--- config.mk ---
export PLATFORM = sky130hd
export DESIGN_NAME = fu_pipelined_flat
export DESIGN_NICKNAME = d
export VERILOG_FILES = /design/src/rtl/fu_pipelined_if.sv /design/src/rtl/fu_pipelined.sv /design/src/flat_wrapper.sv
export SDC_FILE = /design/constraint.sdc
export NUM_CORES = 2
export LEC_CHECK = 0
export BUFFER_PORTS_ARGS = -buffer_cell sky130_fd_sc_hd__buf_2
export CAP_MARGIN = 20
export CORE_MARGIN = 3
export CORE_UTILIZATION = 40
export DETAILED_ROUTE_END_ITERATION = 7
export GPL_ROUTABILITY_DRIVEN = 1
export GPL_TIMING_DRIVEN = 0
export MAX_ROUTING_LAYER = met4
export SETUP_SLACK_MARGIN = 0.02
export SKIP_CTS_REPAIR_TIMING = 1
export SYNTH_ARGS = -nofsm -noshare
export SYNTH_HDL_FRONTEND = slang
export SYNTH_SLANG_ARGS = --single-unit
export TNS_END_PERCENT = 50
--- constraint.sdc ---
create_clock -name clk -period 2.3 [get_ports clk]
set_input_delay 0 -clock clk [delete_from_list [all_inputs] [get_ports clk]]
set_output_delay 0 -clock clk [all_outputs]
set_load 0.03 [all_outputs]
--- src/rtl/fu_pipelined_if.sv ---
// rtl/fu_pipelined_if.sv - request/result handshake bundle for fu_pipelined
interface fu_pipelined_if #(parameter int WIDTH = 32) ();
  logic             in_valid;
  logic             in_ready;
  logic [WIDTH-1:0] a;
  logic [WIDTH-1:0] b;
  logic [WIDTH-1:0] c;
  logic [4:0]       inst;
  logic             ci;
  logic             out_valid;
  logic             out_ready;
  logic [WIDTH-1:0] z;
  logic [3:0]       flags;
  logic             illegal;

  modport master (
    output in_valid, a, b, c, inst, ci, out_ready,
    input  in_ready, out_valid, z, flags, illegal
  );

  modport slave (
    input  in_valid, a, b, c, inst, ci, out_ready,
    output in_ready, out_valid, z, flags, illegal
  );
endinterface

--- src/rtl/fu_pipelined.sv ---
// rtl/fu_pipelined.sv - ALU/shifter/multiply-add unit with one-deep result hold
// and valid/ready handshake on both sides.
module fu_pipelined #(
  parameter int WIDTH       = 32,
  parameter int MADD_STAGES = 2
) (
  input logic          clk,
  input logic          rst_n,
  fu_pipelined_if.slave bus
);
  localparam int SW = $clog2(WIDTH);
  localparam int PIPE_N = (MADD_STAGES == 0) ? 1 : MADD_STAGES;
  localparam logic [2:0] CNT_INIT = (MADD_STAGES == 0) ? 3'd0 : 3'(MADD_STAGES - 1);
  localparam logic [SW:0] WBITS = (SW + 1)'(WIDTH);

  typedef enum logic [1:0] {IDLE, CALC, HOLD} state_t;

  state_t           state, state_nxt, launch;
  logic [2:0]       cnt;
  logic [WIDTH-1:0] pipe [PIPE_N];
  logic [WIDTH-1:0] z_q;
  logic [3:0]       flags_q;
  logic             illegal_q;

  logic             in_ready, accept, is_madd;
  logic [1:0]       unit;
  logic [2:0]       sub;
  logic [SW-1:0]    sh;
  logic [SW:0]      rol_amt;
  logic [WIDTH-1:0] op_b, madd_comb, madd_out, res_z;
  logic [WIDTH:0]   sum, sll_ext, srl_ext, sra_ext;
  logic             cin, res_c, res_v, res_ill;
  logic [3:0]       res_flags;

  assign unit      = bus.inst[4:3];
  assign sub       = bus.inst[2:0];
  assign is_madd   = (unit == 2'b10);
  assign sh        = bus.b[SW-1:0];
  assign in_ready  = rst_n && ((state == IDLE) || ((state == HOLD) && bus.out_ready));
  assign accept    = bus.in_valid && in_ready;
  assign madd_out  = pipe[PIPE_N-1];

  // Sub-ops 0..3 share one adder: bit1 inverts B, carry-in is CI for odd sub-ops.
  assign op_b      = sub[1] ? ~bus.b : bus.b;
  assign cin       = sub[0] ? bus.ci : sub[1];
  assign sum       = {1'b0, bus.a} + {1'b0, op_b} + {{WIDTH{1'b0}}, cin};
  assign madd_comb = bus.a * bus.b + bus.c;

  // Shifts run one bit wider so the last bit shifted out lands in the spare bit.
  assign sll_ext   = {1'b0, bus.a} << sh;
  assign srl_ext   = {bus.a, 1'b0} >> sh;
  assign sra_ext   = $signed({bus.a, 1'b0}) >>> sh;
  assign rol_amt   = WBITS - {1'b0, sh};

  always_comb begin
    res_z   = '0;
    res_c   = 1'b0;
    res_v   = 1'b0;
    res_ill = 1'b0;
    case (unit)
      2'b00: begin
        case (sub)
          3'd4:    res_z = bus.a & bus.b;
          3'd5:    res_z = bus.a | bus.b;
          3'd6:    res_z = bus.a ^ bus.b;
          3'd7:    res_z = ~bus.a;
          default: begin
            res_z = sum[WIDTH-1:0];
            res_c = sum[WIDTH];
            res_v = (bus.a[WIDTH-1] == op_b[WIDTH-1]) && (sum[WIDTH-1] != bus.a[WIDTH-1]);
          end
        endcase
      end
      2'b01: begin
        case (sub)
          3'd0: begin res_z = sll_ext[WIDTH-1:0]; res_c = sll_ext[WIDTH]; end
          3'd1: begin res_z = srl_ext[WIDTH:1];   res_c = srl_ext[0];     end
          3'd2: begin res_z = sra_ext[WIDTH:1];   res_c = sra_ext[0];     end
          3'd3:    res_z = (bus.a << sh) | (bus.a >> rol_amt);
          default: res_ill = 1'b1;
        endcase
      end
      2'b10:   res_z = madd_comb;
      default: res_ill = 1'b1;
    endcase
    res_flags = res_ill ? 4'b0000 : {res_z[WIDTH-1], (res_z == '0), res_c, res_v};
  end

  always_comb begin
    launch    = (is_madd && (MADD_STAGES != 0)) ? CALC : HOLD;
    state_nxt = state;
    case (state)
      IDLE:    if (accept) state_nxt = launch;
      CALC:    if (cnt == 3'd0) state_nxt = HOLD;
      HOLD:    if (bus.out_ready) state_nxt = accept ? launch : IDLE;
      default: state_nxt = IDLE;
    endcase
  end

  always_ff @(posedge clk or negedge rst_n) begin
    if (!rst_n) begin
      state     <= IDLE;
      cnt       <= 3'd0;
      z_q       <= '0;
      flags_q   <= 4'b0000;
      illegal_q <= 1'b0;
      for (int i = 0; i < PIPE_N; i++) pipe[i] <= '0;
    end else begin
      state     <= state_nxt;
      illegal_q <= accept && res_ill;
      if (accept && is_madd) pipe[0] <= madd_comb;
      for (int i = 1; i < PIPE_N; i++) pipe[i] <= pipe[i-1];
      if (accept) begin
        if (is_madd && (MADD_STAGES != 0)) begin
          cnt <= CNT_INIT;
        end else begin
          z_q     <= res_z;
          flags_q <= res_flags;
        end
      end else if (state == CALC) begin
        if (cnt == 3'd0) begin
          z_q     <= madd_out;
          flags_q <= {madd_out[WIDTH-1], (madd_out == '0), 2'b00};
        end else begin
          cnt <= cnt - 3'd1;
        end
      end
    end
  end

  assign bus.in_ready  = in_ready;
  assign bus.out_valid = (state == HOLD);
  assign bus.z         = z_q;
  assign bus.flags     = flags_q;
  assign bus.illegal   = illegal_q;
endmodule

--- src/flat_wrapper.sv ---
// flat-port wrapper written by rule: the top's interface ports become plain ports
module fu_pipelined_flat 
#(
  parameter int WIDTH       = 32,
  parameter int MADD_STAGES = 2
)
  (clk, rst_n, bus_in_valid, bus_a, bus_b, bus_c, bus_inst, bus_ci, bus_out_ready, bus_in_ready, bus_out_valid, bus_z, bus_flags, bus_illegal);
  fu_pipelined_if #(.WIDTH(WIDTH)) bus_i ();
  input logic clk;
  input logic rst_n;
  input wire logic [$bits(bus_i.in_valid)-1:0] bus_in_valid;
  input wire logic [$bits(bus_i.a)-1:0] bus_a;
  input wire logic [$bits(bus_i.b)-1:0] bus_b;
  input wire logic [$bits(bus_i.c)-1:0] bus_c;
  input wire logic [$bits(bus_i.inst)-1:0] bus_inst;
  input wire logic [$bits(bus_i.ci)-1:0] bus_ci;
  input wire logic [$bits(bus_i.out_ready)-1:0] bus_out_ready;
  output wire logic [$bits(bus_i.in_ready)-1:0] bus_in_ready;
  output wire logic [$bits(bus_i.out_valid)-1:0] bus_out_valid;
  output wire logic [$bits(bus_i.z)-1:0] bus_z;
  output wire logic [$bits(bus_i.flags)-1:0] bus_flags;
  output wire logic [$bits(bus_i.illegal)-1:0] bus_illegal;
  assign bus_i.in_valid = bus_in_valid;
  assign bus_i.a = bus_a;
  assign bus_i.b = bus_b;
  assign bus_i.c = bus_c;
  assign bus_i.inst = bus_inst;
  assign bus_i.ci = bus_ci;
  assign bus_i.out_ready = bus_out_ready;
  assign bus_in_ready = bus_i.in_ready;
  assign bus_out_valid = bus_i.out_valid;
  assign bus_z = bus_i.z;
  assign bus_flags = bus_i.flags;
  assign bus_illegal = bus_i.illegal;
  fu_pipelined #(.WIDTH(WIDTH), .MADD_STAGES(MADD_STAGES)) u_core (.clk(clk), .rst_n(rst_n), .bus(bus_i));
endmodule
==> reports/qor.csv <==
stage,metric,value,unit
synthesis,Synth Net Count,4583,
sta,Final WS setup,-5.77,ns
drt,DR WL/cell,38.2,um
finish,NumNets Final,4945,
floorplan,Die Area,82300,sq um
sta,setup TNS,-280.19,ns
synthesis,"Avg Cell Area, Syn",8.28,sq um
clocking,Max clock buf depth,2,
synthesis,synthesized area,31600,sq um
hold_path,Hold Crit Class,in2reg,
sta,Worst Tran Pin Value,1.49,ns
clocking,Sinks on Clock Net,106,
sta,min Tclk post-route,8.07,ns
synthesis,Ys Warns,0,
synthesis,ys flop type,dfrtp_1,
drt,Vias/cell,6.38,
drt,DR pass1 iterations,8,
synthesis,ys async rst share,100,%
worst_setup_path,"Slowest-stage cell, CP",fa_2,
grt,largest net degree at the start of global routing,68,
drt,first-iteration detailed-routing DRC count,4496,
sta,setup violators final,73,
job,maxcap violations,0,
place,Area after DPL,34400,sq um
synthesis,leading area contributor after synthesis,fa_1,
synthesis,Netlist cell types,97,
finish,Layout area overhead,23.8,%
finish,"commonest non-fill, non-tap cells in the layout","inv_1, nor2_1, nand2_1",
run_status,failing checks,setup timing,
worst_setup_path,crit-path max FO,8,
worst_setup_path,family with the most delay on the worst path,adder cells,
sta,headroom to the max-slew limit,0.879,%
place,RePlAce Congestion,1.12,
run_status,status,"complete, but fails checks",
sta,Layout Skew,0.00584,ns
floorplan,Starting Density,40.6,%
synthesis,"flops & latches, synth",106,
synthesis,sequential fraction of the synthesis area,8.40,%
clocking,Skew-Pair Late Insertion Delay,0.36,ns
worst_setup_path,"Arr. time, crit path",8.36,ns
floorplan,std cell rows,102,
place,HPWL Detailed,159000,um
clocking,total CTS buffers,9,
sta,RSZ-0062 raised after global routing,true,
grt,antenna violations before repair,13,
worst_setup_path,flop-to-flop setup slack,-1.76,ns
grt,Global Route Usage Sum,49.4,%
worst_setup_path,"Req. time, crit path",2.58,ns
finish,Post-Layout Cell Count,5239,
place,I/O Buffers,142,
sta,"Hold Vio Cnt, Final",0,
drt,# DRC,0,
place,Post-Place Cells,5014,
sta,Final Max Tran Viols,0,
clocking,"Reg clk slew, reported paths",0.07,ns
worst_setup_path,Setup CP Type,in2reg,
floorplan,Core ar.,77800,sq um
finish,"most common cell after layout, fill and taps aside",inv_1,
finish,fin area,39100,sq um
worst_setup_path,Worst Path Buf+Inv,14,
drt,final WL,200000,um
worst_setup_path,CP Capture Type,flop,
drt,DR vias,33400,
sta,fin crit share,351,%
grt,GRT overflow,0,
place,setup slack at placement,-7.87,ns
floorplan,Die Wd,287,um
clocking,H-tree depth,3,
floorplan,I/O pin count,145,
synthesis,Synth Instances,3814,
grt,global-route wire length before repair,269000,um
synthesis,area share of the largest cell type after synthesis,27.9,%
worst_setup_path,startpoint types,input pin,
clocking,clock root cell,clkbuf_16,
grt,number of global-route vias before repair,31700,
drt,Antenna Nets Post-Route,0,
synthesis,"top cells by area, synth","fa_1, ha_1, dfrtp_1",
clocking,TritonCTS clock tree,yes,
floorplan,die span in y,287,um
worst_setup_path,"slowest stage delay, CP",0.60,ns
sta,f_max,0.124,GHz
synthesis,number of flops mapped to enable cells by yosys,0,
finish,share of layout cells above drive strength 1,23.8,%
==> metrics by stage <==
step | hold slack, ns | utilization (%)
after detailed placement | 0.0239 | 44.2
after CTS | -0.360 | 44.6
after global routing | 0.134 | 50.2
after floorplan | -0.296 | -
after global placement | 0.207 | 43.9
final | 0.131 | 50.2
==> kinds of logic after synthesis <==
logic type	count (synthesis)	synth area share [%]
AOI/OAI and AO/OA	634	13.5
DFF	106	8.40
buffers and inverters	892	11.1
xor gates and xnor gates	149	4.16
adders and majority gates	663	36.7
and+or+nand+nor	1119	15.1
muxes	251	11.0
==> worst reg2reg max path: cells and delay by family, from the launching register on <==
kind	cells	cell delay (ns)
AO/OA/AOI/OAI	5	1.74
AND/OR/NAND/NOR	6	1.18
buffers and inverters	2	0.69
flip-flops	1	0.37
==> registers in the layout (all words and copies together) (netlist names) <==
register            flops
u_core.state            2
u_core.bus.illegal      1
u_core.bus.z           32
u_core.bus.flags        4
u_core.cnt              3
u_core.madd_out        32
u_core.pipe            32
==> per-layer routing <==
| layer | routed length, um | GRT usage, % | part of all wire (%) |
|---|---|---|---|
| met1 | 71200 | 57.6 | 36 |
| met3 | 24200 | 16.6 | 12 |
| met4 | 22100 | 39.3 | 11 |
| met5 | 0 | - | 0 |
| met2 | 82700 | 69.3 | 41 |
==> path summary, 6_finish.rpt <==
| kind | from | endpoint | depth (start not counted) |
|---|---|---|---|
| max in group asynchronous | rst_n | u_core.pipe[59] | 3 |
| min | bus_c[0] | u_core.pipe[32] | 4 |
| max reg2reg | u_core.state[1] | u_core.bus.flags[2] | 13 |
| min in group asynchronous | rst_n | u_core.bus.z[5] | 3 |
| max | bus_b[3] | u_core.bus.flags[2] | 34 |
| min reg2reg | u_core.pipe[50] | u_core.madd_out[18] | 0 |
==> cell usage after synthesis (all sizes together) (9+ instances only) <==
master  number
inv        623
nor2       452
fa         440
nand2      428
ha         223
clkbuf     162
o21ai      148
a21oi      142
mux2i      121
dfrtp      106
buf         98
xnor2       85
mux4        68
xor2        64
mux2        62
nor3        45
nand3       43
a211oi      42
o211ai      29
a21o        27
nand2b      24
nand4       22
a31oi       20
nor2b       20
o31ai       20
o22ai       18
a221oi      16
a22oi       15
and3        15
nor4        15
o221ai      15
o21a        13
and2        12
or3         11
clkinv       9
==> cell type report <==
| cell class | instances | area (sq um) |
|---|---|---|
| antenna | 18 | 45.0 |
| buffer | 260 | 2520 |
| clock buffer | 10 | 239 |
| clock inverter | 6 | 114 |
| fill | 7602 | 38800 |
| inverter | 632 | 2510 |
| multi-input combinational | 2816 | 27000 |
| sequential | 106 | 2650 |
| tap | 1040 | 1300 |
| timing repair buffer | 351 | 2660 |
Power is not shown: default switching activity piles up to over one toggle a cycle in this logic, so the estimate is an artifact.
